### src/rtl/mult_arbiter_pkg.sv
// Shared constants and types for the ODE solver multiply path.
package ode_pkg;

  // Q format: 13-bit signed number in [15:3], 3-bit scale factor in [2:0].
  localparam int WIDTH      = 16;
  localparam int NUM_BITS   = 13;
  localparam int SCALE_BITS = 3;
  localparam int SCALE_MAX  = 7;

  typedef enum logic [1:0] {
    IDLE = 2'd0,
    CALC = 2'd1,
    RESP = 2'd2
  } state_e;

endpackage

### src/rtl/mult_arbiter_if.sv
// Request/response bundle between the stage units and the shared multiplier.
// Handshake: a transfer happens on a rising clk edge where valid and ready are
// both high; the sender holds its payload stable while valid is high and
// ready is low. req_* flows requester -> arbiter, rsp_* flows arbiter ->
// requester, and each requester owns bit i of every per-requester vector.
interface mult_arbiter_if #(
  parameter int NUM_REQ = 4
) ();
  import ode_pkg::*;

  logic [NUM_REQ-1:0]       req_valid;
  logic [NUM_REQ-1:0]       req_ready;
  logic [NUM_REQ*WIDTH-1:0] req_a;
  logic [NUM_REQ*WIDTH-1:0] req_b;
  logic [NUM_REQ-1:0]       rsp_valid;
  logic [NUM_REQ-1:0]       rsp_ready;
  logic [WIDTH-1:0]         rsp_data;
  logic                     busy;

  modport slave (
    input  req_valid, req_a, req_b, rsp_ready,
    output req_ready, rsp_valid, rsp_data, busy
  );

  modport master (
    output req_valid, req_a, req_b, rsp_ready,
    input  req_ready, rsp_valid, rsp_data, busy
  );

endinterface

### src/rtl/mult_arbiter_multiplier.sv
// Combinational Q-format multiplier: numbers multiply, scales add, and a
// scale sum above SCALE_MAX is folded back by an arithmetic right shift.
// Only the low NUM_BITS of the product survive; there is no saturation.
module multiplier
  import ode_pkg::*;
(
  input  logic [WIDTH-1:0] a_i,
  input  logic [WIDTH-1:0] b_i,
  output logic [WIDTH-1:0] p_o
);

  logic signed [NUM_BITS-1:0]   num_a;
  logic signed [NUM_BITS-1:0]   num_b;
  logic signed [2*NUM_BITS-1:0] prod;
  logic signed [2*NUM_BITS-1:0] prod_adj;
  logic [SCALE_BITS:0]          scale_sum;
  logic [SCALE_BITS-1:0]        scale_out;

  // Multiply, then renormalise the scale into its 3-bit field.
  always_comb begin
    num_a     = a_i[WIDTH-1:SCALE_BITS];
    num_b     = b_i[WIDTH-1:SCALE_BITS];
    prod      = num_a * num_b;
    scale_sum = {1'b0, a_i[SCALE_BITS-1:0]} + {1'b0, b_i[SCALE_BITS-1:0]};
    prod_adj  = prod;
    scale_out = scale_sum[SCALE_BITS-1:0];
    if (scale_sum > (SCALE_BITS+1)'(SCALE_MAX)) begin
      prod_adj  = prod >>> (scale_sum - (SCALE_BITS+1)'(SCALE_MAX));
      scale_out = SCALE_BITS'(SCALE_MAX);
    end
    p_o = {prod_adj[NUM_BITS-1:0], scale_out};
  end

endmodule

### src/rtl/mult_arbiter.sv
// Round-robin arbiter that time-shares one Q-format multiplier. One operation
// is in flight at a time: IDLE grants and registers operands, CALC captures
// the product, RESP holds the result until the granted requester takes it.
module mult_arbiter
  import ode_pkg::*;
#(
  parameter int NUM_REQ = 4
) (
  input  logic                 clk,
  input  logic                 rst,
  mult_arbiter_if.slave        bus,
  output state_e               state_o
);

  localparam int IW = $clog2(NUM_REQ);

  state_e             state_q;
  logic [IW-1:0]      ptr_q;
  logic [IW-1:0]      gnt_q;
  logic [WIDTH-1:0]   op_a_q;
  logic [WIDTH-1:0]   op_b_q;
  logic [WIDTH-1:0]   res_q;
  logic [NUM_REQ-1:0] rsp_valid_q;

  logic [IW-1:0]      gnt_d;
  logic               gnt_vld_d;
  logic [WIDTH-1:0]   mul_p;

  // Requester index k positions above ptr, wrapping at NUM_REQ.
  function automatic logic [IW-1:0] rr_idx(input logic [IW-1:0] base, input int k);
    int idx;
    idx = int'(base) + k;
    if (idx >= NUM_REQ) idx = idx - NUM_REQ;
    return IW'(idx);
  endfunction

  // Priority search from ptr upward; scanning downward lets the nearest hit win.
  always_comb begin
    gnt_d     = ptr_q;
    gnt_vld_d = 1'b0;
    for (int k = NUM_REQ - 1; k >= 0; k--) begin
      if (bus.req_valid[rr_idx(ptr_q, k)]) begin
        gnt_d     = rr_idx(ptr_q, k);
        gnt_vld_d = 1'b1;
      end
    end
  end

  // Ready is offered only to the current winner and only while IDLE.
  always_comb begin
    bus.req_ready = '0;
    if (state_q == IDLE && gnt_vld_d) bus.req_ready[gnt_d] = 1'b1;
  end

  multiplier u_mul (
    .a_i (op_a_q),
    .b_i (op_b_q),
    .p_o (mul_p)
  );

  // Sequencer: grant/latch, compute, then hold the response until taken.
  always_ff @(posedge clk or posedge rst) begin
    if (rst) begin
      state_q     <= IDLE;
      ptr_q       <= '0;
      gnt_q       <= '0;
      op_a_q      <= '0;
      op_b_q      <= '0;
      res_q       <= '0;
      rsp_valid_q <= '0;
    end else begin
      case (state_q)
        IDLE: begin
          if (gnt_vld_d) begin
            op_a_q  <= bus.req_a[gnt_d*WIDTH +: WIDTH];
            op_b_q  <= bus.req_b[gnt_d*WIDTH +: WIDTH];
            gnt_q   <= gnt_d;
            state_q <= CALC;
          end
        end
        CALC: begin
          res_q       <= mul_p;
          rsp_valid_q <= NUM_REQ'(1) << gnt_q;
          state_q     <= RESP;
        end
        RESP: begin
          // Only the granted requester's ready bit can close the response.
          if (bus.rsp_ready[gnt_q]) begin
            rsp_valid_q <= '0;
            ptr_q       <= (gnt_q == IW'(NUM_REQ - 1)) ? '0 : gnt_q + 1'b1;
            state_q     <= IDLE;
          end
        end
        default: state_q <= IDLE;
      endcase
    end
  end

  assign bus.rsp_valid = rsp_valid_q;
  assign bus.rsp_data  = res_q;
  assign bus.busy      = (state_q != IDLE);
  assign state_o       = state_q;

endmodule

### src/flat_wrapper.sv
// flat-port wrapper written by rule: the top's interface ports become plain ports
module mult_arbiter_flat import ode_pkg::*;
#(
  parameter int NUM_REQ = 4
)
  (clk, rst, state_o, bus_req_valid, bus_req_a, bus_req_b, bus_rsp_ready, bus_req_ready, bus_rsp_valid, bus_rsp_data, bus_busy);
  mult_arbiter_if #(.NUM_REQ(NUM_REQ)) bus_i ();
  input  logic clk;
  input  logic rst;
  output state_e state_o;
  input wire logic [$bits(bus_i.req_valid)-1:0] bus_req_valid;
  input wire logic [$bits(bus_i.req_a)-1:0] bus_req_a;
  input wire logic [$bits(bus_i.req_b)-1:0] bus_req_b;
  input wire logic [$bits(bus_i.rsp_ready)-1:0] bus_rsp_ready;
  output wire logic [$bits(bus_i.req_ready)-1:0] bus_req_ready;
  output wire logic [$bits(bus_i.rsp_valid)-1:0] bus_rsp_valid;
  output wire logic [$bits(bus_i.rsp_data)-1:0] bus_rsp_data;
  output wire logic [$bits(bus_i.busy)-1:0] bus_busy;
  assign bus_i.req_valid = bus_req_valid;
  assign bus_i.req_a = bus_req_a;
  assign bus_i.req_b = bus_req_b;
  assign bus_i.rsp_ready = bus_rsp_ready;
  assign bus_req_ready = bus_i.req_ready;
  assign bus_rsp_valid = bus_i.rsp_valid;
  assign bus_rsp_data = bus_i.rsp_data;
  assign bus_busy = bus_i.busy;
  mult_arbiter #(.NUM_REQ(NUM_REQ)) u_core (.clk(clk), .rst(rst), .bus(bus_i), .state_o(state_o));
endmodule
### config.mk
export PLATFORM = sky130hd
export DESIGN_NAME = mult_arbiter_flat
export DESIGN_NICKNAME = d
export VERILOG_FILES = /design/src/rtl/mult_arbiter_pkg.sv /design/src/rtl/mult_arbiter_if.sv /design/src/rtl/mult_arbiter_multiplier.sv /design/src/rtl/mult_arbiter.sv /design/src/flat_wrapper.sv
export SDC_FILE = /design/constraint.sdc
export NUM_CORES = 1
export LEC_CHECK = 0
export BUFFER_PORTS_ARGS = -buffer_cell sky130_fd_sc_hd__buf_2
export CORE_MARGIN = 1
export CORE_UTILIZATION = 55
export CTS_BUF_LIST = sky130_fd_sc_hd__clkbuf_8 sky130_fd_sc_hd__clkbuf_16
export CTS_CLUSTER_SIZE = 12
export DETAILED_ROUTE_END_ITERATION = 7
export PLACE_DENSITY = 0.86
export SLEW_MARGIN = 20
export SYNTH_ARGS = -nofsm -noshare
export SYNTH_HDL_FRONTEND = slang
export SYNTH_SLANG_ARGS = --single-unit
### constraint.sdc
create_clock -name clk -period 8.99 [get_ports clk]
set_input_delay 0.899 -clock clk [delete_from_list [all_inputs] [get_ports clk]]
set_output_delay 0.899 -clock clk [all_outputs]
set_load 0.02 [all_outputs]
==> results.json <==
{
  "synth_compound_gate_area_share_pct": 12.29,
  "normalized_max_slew_margin_pct": 35.99,
  "port-buffer-count": 164,
  "hold_path_depth": 2,
  "timing.critical_path.required_ns": 9.20,
  "grt_setup_unrepaired": "no",
  "synth.top_cells.by_area": "fa_1 28%, dfrtp_1 12%, ha_1 8.1%",
  "synth_xor_area_share_pct": 2.112,
  "crit_end": "u_core.bus.rsp_data[11]",
  "yosys.area_share.adder_pct": 36.18,
  "clockBufferDepth": 2,
  "global_route.peak_usage_layer": "met2",
  "reg_to_reg_end": "u_core.bus.rsp_data[11]",
  "postSynth.asyncResetShare_pct": 100.0,
  "cts-resized-gates": 0,
  "cp.arrival_ns": 7.09,
  "post_synth_and_or_nand_nor_area_fraction_pct": 15.29,
  "worst_hold_path_type": "reg2reg",
  "syn2layout_area_growth_pct": 10.39,
  "final-max-slew-violation-count": 0,
  "numCtsBuffers": 9,
  "placed_cells": 1630,
  "worst-r2r-cell-count": 21,
  "post_cts_buffers": 0,
  "report.final.hold_viol_count": 0,
  "postSynthAreaPerCell_um2": 9.246,
  "worst_path_max_delay_cell": "fa_1",
  "layout.area.seq_um2": 1451,
  "synth.yosys.warnings": 0,
  "grtUsageMet3_pct": 4.627,
  "layoutNonFillerInstCount": 1650,
  "syn_inst": 1256,
  "synth_ff_type": "dfrtp_1",
  "timing.critical_path.cells": "nand2_1 > inv_1 > fa_1 > inv_1 > fa_1 > inv_1 > fa_1 > fa_1 > inv_1 > fa_1 > inv_1 > ha_1 > ha_1 > nand2_1 > or3_1 > o21ai_0 > o31ai_1 > and2_4 > mux4_2 > mux2i_1 > o22ai_1",
  "dp_hpwl_um": 24760,
  "fill_cells": 1617,
  "initial_util_pct": 56.66,
  "die-width_um": 147.3,
  "vias": 10029,
  "synth_commonest_cells": "213 x inv_1, 163 x fa_1, 151 x nand2_1",
  "synth_top_family_by_area": "adder cells",
  "finalCoreUtilization_pct": 62.55,
  "synth_edf_count": 0,
  "clock_sinks": 58,
  "fraction_of_synthesized_area_in_multiplexers_pct": 11.81,
  "root_cell_of_the_clock_tree": "clkbuf_16",
  "ys_types": 76,
  "critical_path.max_stage_delay_ns": 0.69,
  "final.setup.tns_ns": 0,
  "timing_worst_slew_pin_value_ns": 0.9602,
  "drive_above_1_share_pct": 20.71,
  "die_h_um": 147.3,
  "antenna_found_initial": 4,
  "critical_path_class": "reg2reg",
  "rows": 52,
  "max-cap-violations": 0,
  "grt_start_max_net_pins": 59,
  "fmax_ghz": 0.1454,
  "ys_seq_area_share_pct": 12.50,
  "outcome": "finished, final reports clean",
  "overflow": 0,
  "grt_first_pass_wirelength_um": 51140,
  "mappedNetlistNets": 1632,
  "critical_path.endpoint_type": "flip-flop",
  "synth-seq-cells": 58,
  "startpoint_type_of_the_worst_setup_path": "flip-flop",
  "insertion_delay_ns": 0.34,
  "fin_crit_sh_pct": 76.49,
  "hold_fix_buffers_at_cts": 0,
  "vias_per_cell": 6.078,
  "critical_path.reg2reg.startpoint": "u_core.op_b_q[10]",
  "count_of_pins_on_the_block_boundary": 165,
  "rrSetupSlack_ns": 2.11,
  "synth_most_common_cell": "inv_1",
  "finish.net_count": 1747,
  "detailedRoute.firstPassIterationCount": 5,
  "cell_area_after_synthesis_um2": 11610,
  "ctsHtreeMaxLevel": 3,
  "cts.clk_slew.worst_paths_ns": 0.06,
  "grt_pass1_vias": 10423,
  "fin_crit_ns": 6.876,
  "wl_per_cell_um": 19.04,
  "fin_worst_skew_ns": 0.01452,
  "drc": 0,
  "grt_util_met2_pct": 51.49,
  "drtAntennaViolNets": 0,
  "crit_fanout": 14,
  "gp_routability_congestion": 0.9795,
  "use_met1_pct": 37.06,
  "setup_viol": 0,
  "routed_wl_um": 31420,
  "fp.coreArea_um2": 20490,
  "critPathLaunch": "u_core.op_b_q[10]",
  "drtIter0Drc": 956,
  "synth_top_area_cell": "fa_1",
  "synth.top_cell.area_share_pct": 28.10,
  "multi_input_comb_area_um2": 9029,
  "die_area_um2": 21700,
  "tritoncts": "built",
  "grt.total_usage_pct": 30.15
}
flip-flops by register name, summed over array words and instances, names as in the netlist:
name and count:
u_core.bus.rsp_valid 4, u_core.ptr_q 2, u_core.bus.rsp_data 16, u_core.op_a_q 16
u_core.state_o 2, u_core.gnt_q 2, u_core.op_b_q 16
metal layers:
layer	vias up	part of all wire, %
met3	119	8.6
met2	622	51
li1	4421	-
met4	0	4.8
met5	-	0
met1	4867	36
cells in the final DEF, fill, tap and decap left out, types with 6 or more instances in the layout:
cell,instances
mux2i_1,11
a211oi_1,12
dfrtp_1,58
fa_1,163
mux4_2,40
clkbuf_16,9
nand2b_1,14
and2_1,65
ha_1,75
o21a_1,9
a21oi_1,29
nand3_1,18
o211ai_1,13
nor2_1,53
a21o_1,14
o2111ai_1,7
nand2_1,151
a31oi_1,13
buf_2,164
nor2b_1,9
xor2_1,9
buf_4,9
o21ai_0,36
mux2_2,32
o21ai_1,6
inv_1,213
nor3_1,18
o31ai_1,7
xnor2_1,18
metrics by stage:
| step | hold WS (ns) | area (um^2) | worst slack, ns |
|---|---|---|---|
| final | 0.4792 | 12820 | 2.114 |
| after global routing | 0.5169 | 12820 | 1.874 |
| after CTS | 0.4788 | 12810 | 2.190 |
| after detailed placement | 0.4658 | 12510 | 2.256 |
| after global placement | 0.4629 | 12510 | 2.342 |
| after floorplan | 0.4849 | 11610 | 2.698 |
worst min-delay path by stage:
stage,start,to,slack (ns)
floorplan,u_core.op_a_q[0],u_core.op_a_q[0],0.48
global placement,u_core.bus.rsp_data[10],u_core.bus.rsp_data[10],0.46
detailed placement,u_core.bus.rsp_data[10],u_core.bus.rsp_data[10],0.47
CTS,u_core.bus.rsp_data[10],u_core.bus.rsp_data[10],0.48
global route,u_core.bus.rsp_data[10],u_core.bus.rsp_data[10],0.52
finish,u_core.bus.rsp_data[10],u_core.bus.rsp_data[10],0.48
cell families after synthesis:
group,after synthesis
adders and majority gates,238
buffers and inverters,284
muxes,83
and+or+nand+nor,366
AOI/OAI and AO/OA,199
xor gates and xnor gates,28
DFF,58
critical path, delay by kind of cell, from the launching register on:
family / cells / cell delay [ns]
mux: 2 / 0.61
flops: 1 / 0.57
simple gates: 4 / 0.96
buf+inv: 5 / 0.40
fa+ha+maj: 7 / 3.61
compound gates: 3 / 0.62
final cells by class:
cell class / count / area share [%]
antenna: 4 / 0.07809
clock buffer: 9 / 1.757
clock inverter: 7 / 0.5466
inverter: 215 / 6.296
multi-input combinational: 914 / 70.43
sequential: 58 / 11.32
tap: 270 / 2.635
timing repair buffer: 173 / 6.930
Power is not shown: default switching activity piles up to over one toggle a cycle in this logic, so the estimate is an artifact.
